## config.mk

```make
export PLATFORM = sky130hd
export DESIGN_NAME = bin2bcd_seq
export DESIGN_NICKNAME = d
export VERILOG_FILES = /design/src/rtl/bin2bcd_seq.sv
export SDC_FILE = /design/constraint.sdc
export NUM_CORES = 1
export LEC_CHECK = 0
export CORE_ASPECT_RATIO = 1.2
export CORE_MARGIN = 5
export CORE_UTILIZATION = 57
export DETAILED_ROUTE_END_ITERATION = 16
export DONT_BUFFER_PORTS = 1
export GPL_TIMING_DRIVEN = 1
export PLACE_DENSITY = 0.75
export RECOVER_POWER = 25
export SLEW_MARGIN = 15
export SYNTH_ARGS = -nofsm -noshare
export SYNTH_HDL_FRONTEND = slang
export SYNTH_SLANG_ARGS = --single-unit
export TNS_END_PERCENT = 50
```

## constraint.sdc

```tcl
create_clock -name clk -period 1.3 [get_ports clk]
set_clock_uncertainty 0.1 [all_clocks]
set_input_delay 0.325 -clock clk [delete_from_list [all_inputs] [get_ports clk]]
set_output_delay 0.325 -clock clk [all_outputs]
set_load 0.005 [all_outputs]
```

## src/rtl/bin2bcd_seq.sv

```systemverilog
// Sequential 32-bit binary to 8-digit packed BCD converter (double dabble, one bit per clock).
// Fixed 34-cycle cadence; results held stable between done pulses, optional saturation on overflow.
module bin2bcd_seq #(
  parameter bit SAT = 1'b1
) (
  input  logic        clk,
  input  logic        reset,
  input  logic        start,
  input  logic [31:0] bin,
  output logic        busy,
  output logic        done,
  output logic [31:0] bcd,
  output logic        ovf
);

  localparam logic [31:0] MAX_DEC = 32'd99_999_999;

  typedef enum logic [1:0] {
    IDLE  = 2'd0,
    SHIFT = 2'd1,
    DONE  = 2'd2
  } state_t;

  state_t      state_reg, state_next;
  logic [4:0]  cnt_reg, cnt_next;
  logic [31:0] sr_reg, sr_next;
  logic [39:0] acc_reg, acc_next;
  logic        ovf_pend_reg, ovf_pend_next;
  logic [31:0] bcd_reg, bcd_next;
  logic        ovf_reg, ovf_next;
  logic        done_reg, done_next;
  logic        busy_reg, busy_next;
  logic [39:0] acc_adj;

  // Per-digit add-3 correction ahead of the shift keeps every digit within 0-9.
  generate
    for (genvar gi = 0; gi < 10; gi++) begin : g_adj
      assign acc_adj[gi*4 +: 4] = (acc_reg[gi*4 +: 4] >= 4'd5) ?
                                  acc_reg[gi*4 +: 4] + 4'd3 : acc_reg[gi*4 +: 4];
    end
  endgenerate

  always_comb begin
    state_next    = state_reg;
    cnt_next      = cnt_reg;
    sr_next       = sr_reg;
    acc_next      = acc_reg;
    ovf_pend_next = ovf_pend_reg;
    bcd_next      = bcd_reg;
    ovf_next      = ovf_reg;
    done_next     = 1'b0;
    busy_next     = busy_reg;
    case (state_reg)
      IDLE: begin
        if (start) begin
          state_next    = SHIFT;
          sr_next       = bin;
          acc_next      = 40'd0;
          cnt_next      = 5'd0;
          ovf_pend_next = (bin > MAX_DEC);
          busy_next     = 1'b1;
        end
      end
      SHIFT: begin
        acc_next = {acc_adj[38:0], sr_reg[31]};
        sr_next  = {sr_reg[30:0], 1'b0};
        cnt_next = cnt_reg + 5'd1;
        if (cnt_reg == 5'd31) begin
          state_next = DONE;
        end
      end
      DONE: begin
        done_next  = 1'b1;
        bcd_next   = (SAT && ovf_pend_reg) ? 32'h9999_9999 : acc_reg[31:0];
        ovf_next   = ovf_pend_reg;
        busy_next  = 1'b0;
        state_next = IDLE;
      end
      default: begin
        state_next = IDLE;
        busy_next  = 1'b0;
      end
    endcase
  end

  always_ff @(posedge clk) begin
    if (reset) begin
      state_reg    <= IDLE;
      cnt_reg      <= 5'd0;
      sr_reg       <= 32'd0;
      acc_reg      <= 40'd0;
      ovf_pend_reg <= 1'b0;
      bcd_reg      <= 32'd0;
      ovf_reg      <= 1'b0;
      done_reg     <= 1'b0;
      busy_reg     <= 1'b0;
    end else begin
      state_reg    <= state_next;
      cnt_reg      <= cnt_next;
      sr_reg       <= sr_next;
      acc_reg      <= acc_next;
      ovf_pend_reg <= ovf_pend_next;
      bcd_reg      <= bcd_next;
      ovf_reg      <= ovf_next;
      done_reg     <= done_next;
      busy_reg     <= busy_next;
    end
  end

  assign busy = busy_reg;
  assign done = done_reg;
  assign bcd  = bcd_reg;
  assign ovf  = ovf_reg;

endmodule

```

==> results of run 1 <==
[logic make-up (layout without fill, tap and decap cells)]
group	after synthesis	count (layout)
adder cells (fa/ha/maj)	18	18
AND/OR/NAND/NOR	277	277
buffers and inverters	56	121
AO/OA/AOI/OAI	91	91
multiplexers	9	9
XOR/XNOR	15	15
flip-flops	107	107
[per-stage QoR]
stage	worst slack, ns	instance area, µm²	utilization [%]	setup TNS, ns	hold slack [ns]
after floorplan	-0.0793	4890	-	-2.09	0.325
after global placement	-0.189	5380	66.4	-7.86	0.295
after detailed placement	-0.261	5380	66.4	-10.79	0.297
after CTS	-0.117	6040	74.5	-3.66	-0.106
after global routing	-0.225	6560	80.9	-11.15	-0.114
final	-0.178	6560	80.9	-5.81	-0.0949
[synth_stat cells, types with 10 or more instances]
library cell / count
nor2_1: 111
ha_1: 18
buf_2: 20
o21ai_0: 10
nor3_1: 43
nand2_1: 30
a21oi_1: 53
a22o_1: 16
or3_1: 15
dfxtp_1: 107
clkbuf_1: 14
inv_1: 17
nor4_1: 29
nand3_1: 19
[how the worst max path moves through the flow]
stage	from	end	slack [ns]	cells past startpoint
floorplan	state_reg[1]$_SDFFE_PP0P_	cnt_reg[3]$_SDFFE_PP0P_	-0.08	6
global placement	state_reg[0]$_SDFFE_PP0P_	acc_reg[25]$_SDFFE_PP0P_	-0.19	3
detailed placement	state_reg[0]$_SDFFE_PP0P_	acc_reg[3]$_SDFFE_PP0P_	-0.26	6
CTS	state_reg[1]$_SDFFE_PP0P_	ovf_pend_reg$_SDFFE_PP0P_	-0.12	7
global route	acc_reg[5]$_SDFFE_PP0P_	acc_reg[6]$_SDFFE_PP0P_	-0.23	6
finish	acc_reg[25]$_SDFFE_PP0P_	acc_reg[26]$_SDFFE_PP0P_	-0.18	6
[critical path, stage by stage, from the launching register on]
cell and delay, ns:
dfxtp_4 0.39, inv_6 0.05, ha_4 0.15, nand2b_4 0.14, a21oi_4 0.17, mux2i_1 0.27, a22o_1 0.15
[repair_timing]
item                                    4_1_cts  5_1_grt
pin swaps                                    35       39
gates cloned                                  1        2
endpoints found under the setup margin       96      104
setup buffers                                13        5
endpoints found under the hold margin        90       90
resized for setup                            88       99
[layout by cell type (no fill, tap or decap), types with 4 or more instances in the layout]
cell	count
a21oi_1	30
a21oi_2	15
a21oi_4	8
a22o_1	16
buf_12	8
buf_4	58
buf_6	15
buf_8	4
clkbuf_8	12
dfxtp_1	88
dfxtp_2	6
dfxtp_4	13
ha_4	14
inv_4	13
mux2i_1	8
nand2_1	29
nand2b_4	9
nand3_1	18
nand3b_1	8
nor2_1	104
nor2_2	7
nor3_1	19
nor3_2	18
nor3_4	6
nor4_1	29
o21ai_1	7
o21ai_2	7
or3_1	8
or3_4	7
xnor2_1	6
xor2_1	7
[layout make-up]
class	instances	share of cell area, %
timing repair buffer	88	13.8
inverter	17	1.66
tap	95	1.81
multi-input combinational	410	46.0
sequential	107	33.5
clock buffer	13	2.58
clock inverter	3	0.668
[report_power, final]
group / internal [mW] / switching, mW / leakage (nW)
registers: 3.36 / 0.0646 / 0.884
logic: 0.286 / 0.368 / 1.49
clock network: 1.05 / 1.12 / 0.106
[layer usage]
metal	vias up	part of all wire (%)	GRT usage, %
met5	-	0	0
met4	0	5.3	11.4
met3	63	7.2	3.97
met2	218	51	43.3
met1	2158	36	28.9
li1	2092	-	-
==> results_dict.tcl, run 1 <==
set metrics [dict create \
    grt_pass1_vias 4164 \
    fill_cells 465 \
    p_per_area_nw_per_um2 953 \
    min_from "reset" \
    ys_async_sr_fraction_pct 0 \
    drive_gt1_share_pct 38.2 \
    synth.area.mux_share_pct 1.94 \
    synth.top_cell.area_share_pct 45.5 \
    synth_top_family_by_area "simple AND/OR/NAND/NOR gates" \
    htreeDepth 3 \
    area_growth_pct 39.2 \
    vdd_drop_max_v 0.000748 \
    netlist_area_um2 4710 \
    num_antenna_cells 0 \
    routabilityCongestion 0.827 \
    synth.avg_cell_area_um2 8.22 \
    wl_um 14500 \
    min_period_over_period_pct 114 \
    syn_nets 626 \
    antenna_found_initial 0 \
    drc_errors 0 \
    synthTopCellsByArea "dfxtp_1, nor2_1, a21oi_1" \
    dpl.hpwl_um 7740 \
    synth_cells 573 \
    drv_cap 0 \
    setup.worst_path.class "reg -> reg" \
    min_period_ns 1.48 \
    relSlewSlack_pct 75.5 \
    io_pins 70 \
    nNetsFinal 686 \
    final-setup-viol-count 87 \
    viasPerCell 6.18 \
    cp_max_fo 4 \
    cts_buffers 9 \
    rsz0062_at_grt "true" \
    status "finished with violations" \
    synth_area_leader_cell "dfxtp_1" \
    synth_edf_count 0 \
    wl_per_cell_um 19.8 \
    yosysSeqAreaShare_pct 45.5 \
    die_y_um 110 \
    hold_path_end "bcd[1]$_SDFFE_PP0P_" \
    cts.sinks 107 \
    multi_input_area_um2 3020 \
    worstSetupStartpointType "register" \
    regArea_um2 2200 \
    core_um2 8110 \
    timing.rr.end "acc_reg[26]$_SDFFE_PP0P_" \
    port_buffers 0 \
    worst_pin_slew_ns 0.366 \
    cp-end-kind "register" \
    die_x_um 93 \
    path_clk_slew_ns 0.10 \
    globalRouteTotalUtil_pct 24.5 \
    dr.first_iter.drc_count 260 \
    synth_compound_area_share_pct 11.4 \
    final_antenna_net_count 0 \
    power_mw 6.25 \
    cts_root_buf "clkbuf_8" \
    synthXorXnorAreaFrac_pct 2.79 \
    report.final.slew_viol_count 0 \
    place_inst 696 \
    grt_pass1_wl_um 19700 \
    finalNonFillerCells 733 \
    ys_ff_latch 107 \
    clockBufferDepth 2 \
    synthAdderAreaFrac_pct 4.78 \
    rr_startpoint "acc_reg[25]$_SDFFE_PP0P_" \
    hold_viol 90 \
    tritoncts "yes" \
    fin_ws_ns -0.178 \
    synth_cell_types 37 \
    gr-total-overflow 0 \
    fmax_ghz 0.677 \
    r2r_setup_slack_ns -0.18 \
    clock_latency_ns 0.38 \
    yosysWarnings 0 \
    vias 4531 \
    dr.pass1.iters 5 \
    grt_start_max_net_pins 93 \
    r2r_cells 6 \
    start_util_pct 58.1 \
    hold_ws_ns -0.0949 \
    min_path_type "in -> reg" \
    synth_ff_type "dfxtp_1" \
    crit_required_ns 1.53 \
    hold_depth 1 \
    row_count 36 \
    arrival_ns 1.71 \
    leakage_nw 2.48 \
    dieArea_um2 10200 \
    violations "hold timing, setup timing" \
    synth-simple-area-share_pct 28.3 \
]
Power figures use the tool's default switching activity.
==> inputs of run 2 (changes only) <==
- PLACE_DENSITY: 0.75 -> 0.78
- REMOVE_ABC_BUFFERS: unset -> 1
==> run 2 against run 1 <==
Net effect: the run still ends with hold timing, setup timing left; clock-buffer cell count decreased by 3; setup slack worse by 0.041 ns; fmax decreased by 2.7%; sequential cell count did not move; die area stayed put; worst hold slack lost 0.018 ns; core utilization up 3.1 points; wire length increased by 11%; critical path depth did not move; via count grew 3.4%; combinational power grew 23%; global-route usage rose by 2.7 points; critical path type unchanged; largest cell class unchanged.
==> results_dict.tcl, run 2 (same netlist as run 1, synthesis figures left out) <==
set metrics [dict create \
    final-setup-viol-count 84 \
    htreeDepth 3 \
    hold_viol 89 \
    min_from "reset" \
    die_y_um 110 \
    dpl.hpwl_um 7330 \
    path_cells "inv_4 > ha_4 > nand2b_4 > a21oi_4 > mux2i_1 > a22o_1" \
    r2r_cells 6 \
    p_per_area_nw_per_um2 978 \
    rsz0062_at_grt "true" \
    fin_ws_ns -0.219 \
    rr_startpoint "acc_reg[9]$_SDFFE_PP0P_" \
    dr.first_iter.drc_count 364 \
    wl_per_cell_um 21.8 \
    pwr-share-comb_pct 12.1 \
    cpPeakStageDelay_ns 0.38 \
    dieArea_um2 10200 \
    worst_pin_slew_ns 0.432 \
    relSlewSlack_pct 71.0 \
    finalNonFillerCells 739 \
    routabilityCongestion 0.829 \
    core_um2 8110 \
    utilization_pct 83.9 \
    drc_errors 0 \
    cp.depth 6 \
    grt_pass1_wl_um 21900 \
    min_path_type "in -> reg" \
    cts.sinks 107 \
    clockPowerShare_pct 36.2 \
    dr.pass1.iters 5 \
    tritoncts "yes" \
    port_buffers 0 \
    gr-total-overflow 0 \
    clock_latency_ns 0.38 \
    endpoint "acc_reg[10]$_SDFFE_PP0P_" \
    p_seq_share_pct 51.8 \
    start_util_pct 58.1 \
    die_x_um 93 \
    clockBufferDepth 2 \
    antenna_found_initial 0 \
    grt_pass1_vias 4658 \
    report.final.slew_viol_count 0 \
    violations "hold timing, setup timing" \
    worstSetupStartpointType "register" \
    arrival_ns 1.72 \
    p_int_mw 5.00 \
    setup.worst_path.class "reg -> reg" \
    setup-tns-final_ns -8.87 \
    grt_start_max_net_pins 93 \
    place_inst 692 \
    leakage_nw 2.54 \
    wl_um 16100 \
    nNetsFinal 693 \
    viasPerCell 6.34 \
    cp-end-kind "register" \
    fmax_ghz 0.658 \
    crit_required_ns 1.50 \
    area_growth_pct 44.4 \
    cts_buffers 9 \
    timing.rr.end "acc_reg[10]$_SDFFE_PP0P_" \
    hold_depth 1 \
    crit_slowest_cell "dfxtp_2" \
    path_clk_slew_ns 0.11 \
    min_period_over_period_pct 117 \
    row_count 36 \
    globalRouteTotalUtil_pct 27.2 \
    fill_cells 406 \
    drv_cap 0 \
    p_sw_mw 1.66 \
    cp_max_fo 3 \
    status "finished with violations" \
    io_pins 70 \
    startpoint "acc_reg[9]$_SDFFE_PP0P_" \
    hold_ws_ns -0.113 \
    mostFrequentLayoutCells "dfxtp_1, nor2_1, buf_4" \
    drive_gt1_share_pct 45.0 \
    final_common_cell "dfxtp_1" \
    num_antenna_cells 0 \
    final_antenna_net_count 0 \
    cts_root_buf "clkbuf_8" \
    min_period_ns 1.52 \
    cp_num_buf_inv 1 \
    vdd_drop_max_v 0.000772 \
    switching_share_pct 24.9 \
    r2r_setup_slack_ns -0.22 \
    vias 4687 \
    critPathTopFamily "flip-flops" \
]
## run 2: worst min path at each step
| stage | slack (ns) | endpoint |
|---|---|---|
| after floorplan | 0.29 | acc_reg[0]$_SDFFE_PP0P_ |
| after global placement | 0.30 | ovf$_SDFFE_PP0P_ |
| after detailed placement | 0.30 | ovf$_SDFFE_PP0P_ |
| after CTS | -0.1 | acc_reg[20]$_SDFFE_PP0P_ |
| after global routing | -0.12 | acc_reg[8]$_SDFFE_PP0P_ |
| final | -0.11 | acc_reg[8]$_SDFFE_PP0P_ |
## run 2: power groups by stage
stage	Sequential (mW)	Clock, mW	Combinational (mW)
2_1_floorplan	3.52	0	0.284
3_3_place_gp	3.52	0	0.462
3_5_place_dp	3.52	0	0.477
4_1_cts	3.44	2.39	0.582
5_1_grt	3.46	2.55	0.846
6_report	3.44	2.41	0.802
## run 2: what timing repair did
item,in CTS,in global routing
buffers inserted,20,7
gates resized for setup,160,128
gates cloned,0,5
setup endpoints to repair,105,105
pin swaps,54,33
endpoints found under the hold margin,90,90
## run 2: layout make-up
| class | instances | area (µm²) | area share, % |
|---|---|---|---|
| Tap cell | 95 | 119 | 1.75 |
| Clock inverter | 5 | 103 | 1.51 |
| Clock buffer | 10 | 128 | 1.88 |
| Inverter | 17 | 81.3 | 1.20 |
| Timing Repair Buffer | 95 | 957 | 14.1 |
| Multi-Input combinational cell | 410 | 3220 | 47.4 |
| Sequential cell | 107 | 2190 | 32.2 |
## run 2: per-layer routing
| metal | wire [µm] | vias up | global-route usage, % | part of all wire (%) |
|---|---|---|---|---|
| met5 | 0 | - | 0 | 0 |
| met2 | 8440 | 248 | 51.2 | 52 |
| met3 | 1300 | 80 | 7.19 | 8.1 |
| met1 | 5550 | 2232 | 27.3 | 34 |
| met4 | 843 | 0 | 13.9 | 5.2 |
| li1 | - | 2127 | - | - |
## run 2: through the flow
stage / cell area (µm²) / hold WS [ns] / setup WS (ns) / power [mW]
final: 6810 / -0.113 / -0.219 / 6.65
after global routing: 6810 / -0.122 / -0.279 / 6.85
after CTS: 6080 / -0.0969 / -0.103 / 6.41
after detailed placement: 5150 / 0.304 / -0.274 / 4.00
after global placement: 5150 / 0.302 / -0.198 / 3.98
after floorplan: 4520 / 0.294 / -0.517 / 3.80
## run 2: worst reg2reg max path: stages, from the launching register on
cell and delay [ns]:
dfxtp_2 0.38, inv_4 0.06, ha_4 0.15, nand2b_4 0.15
a21oi_4 0.17, mux2i_1 0.23, a22o_1 0.19
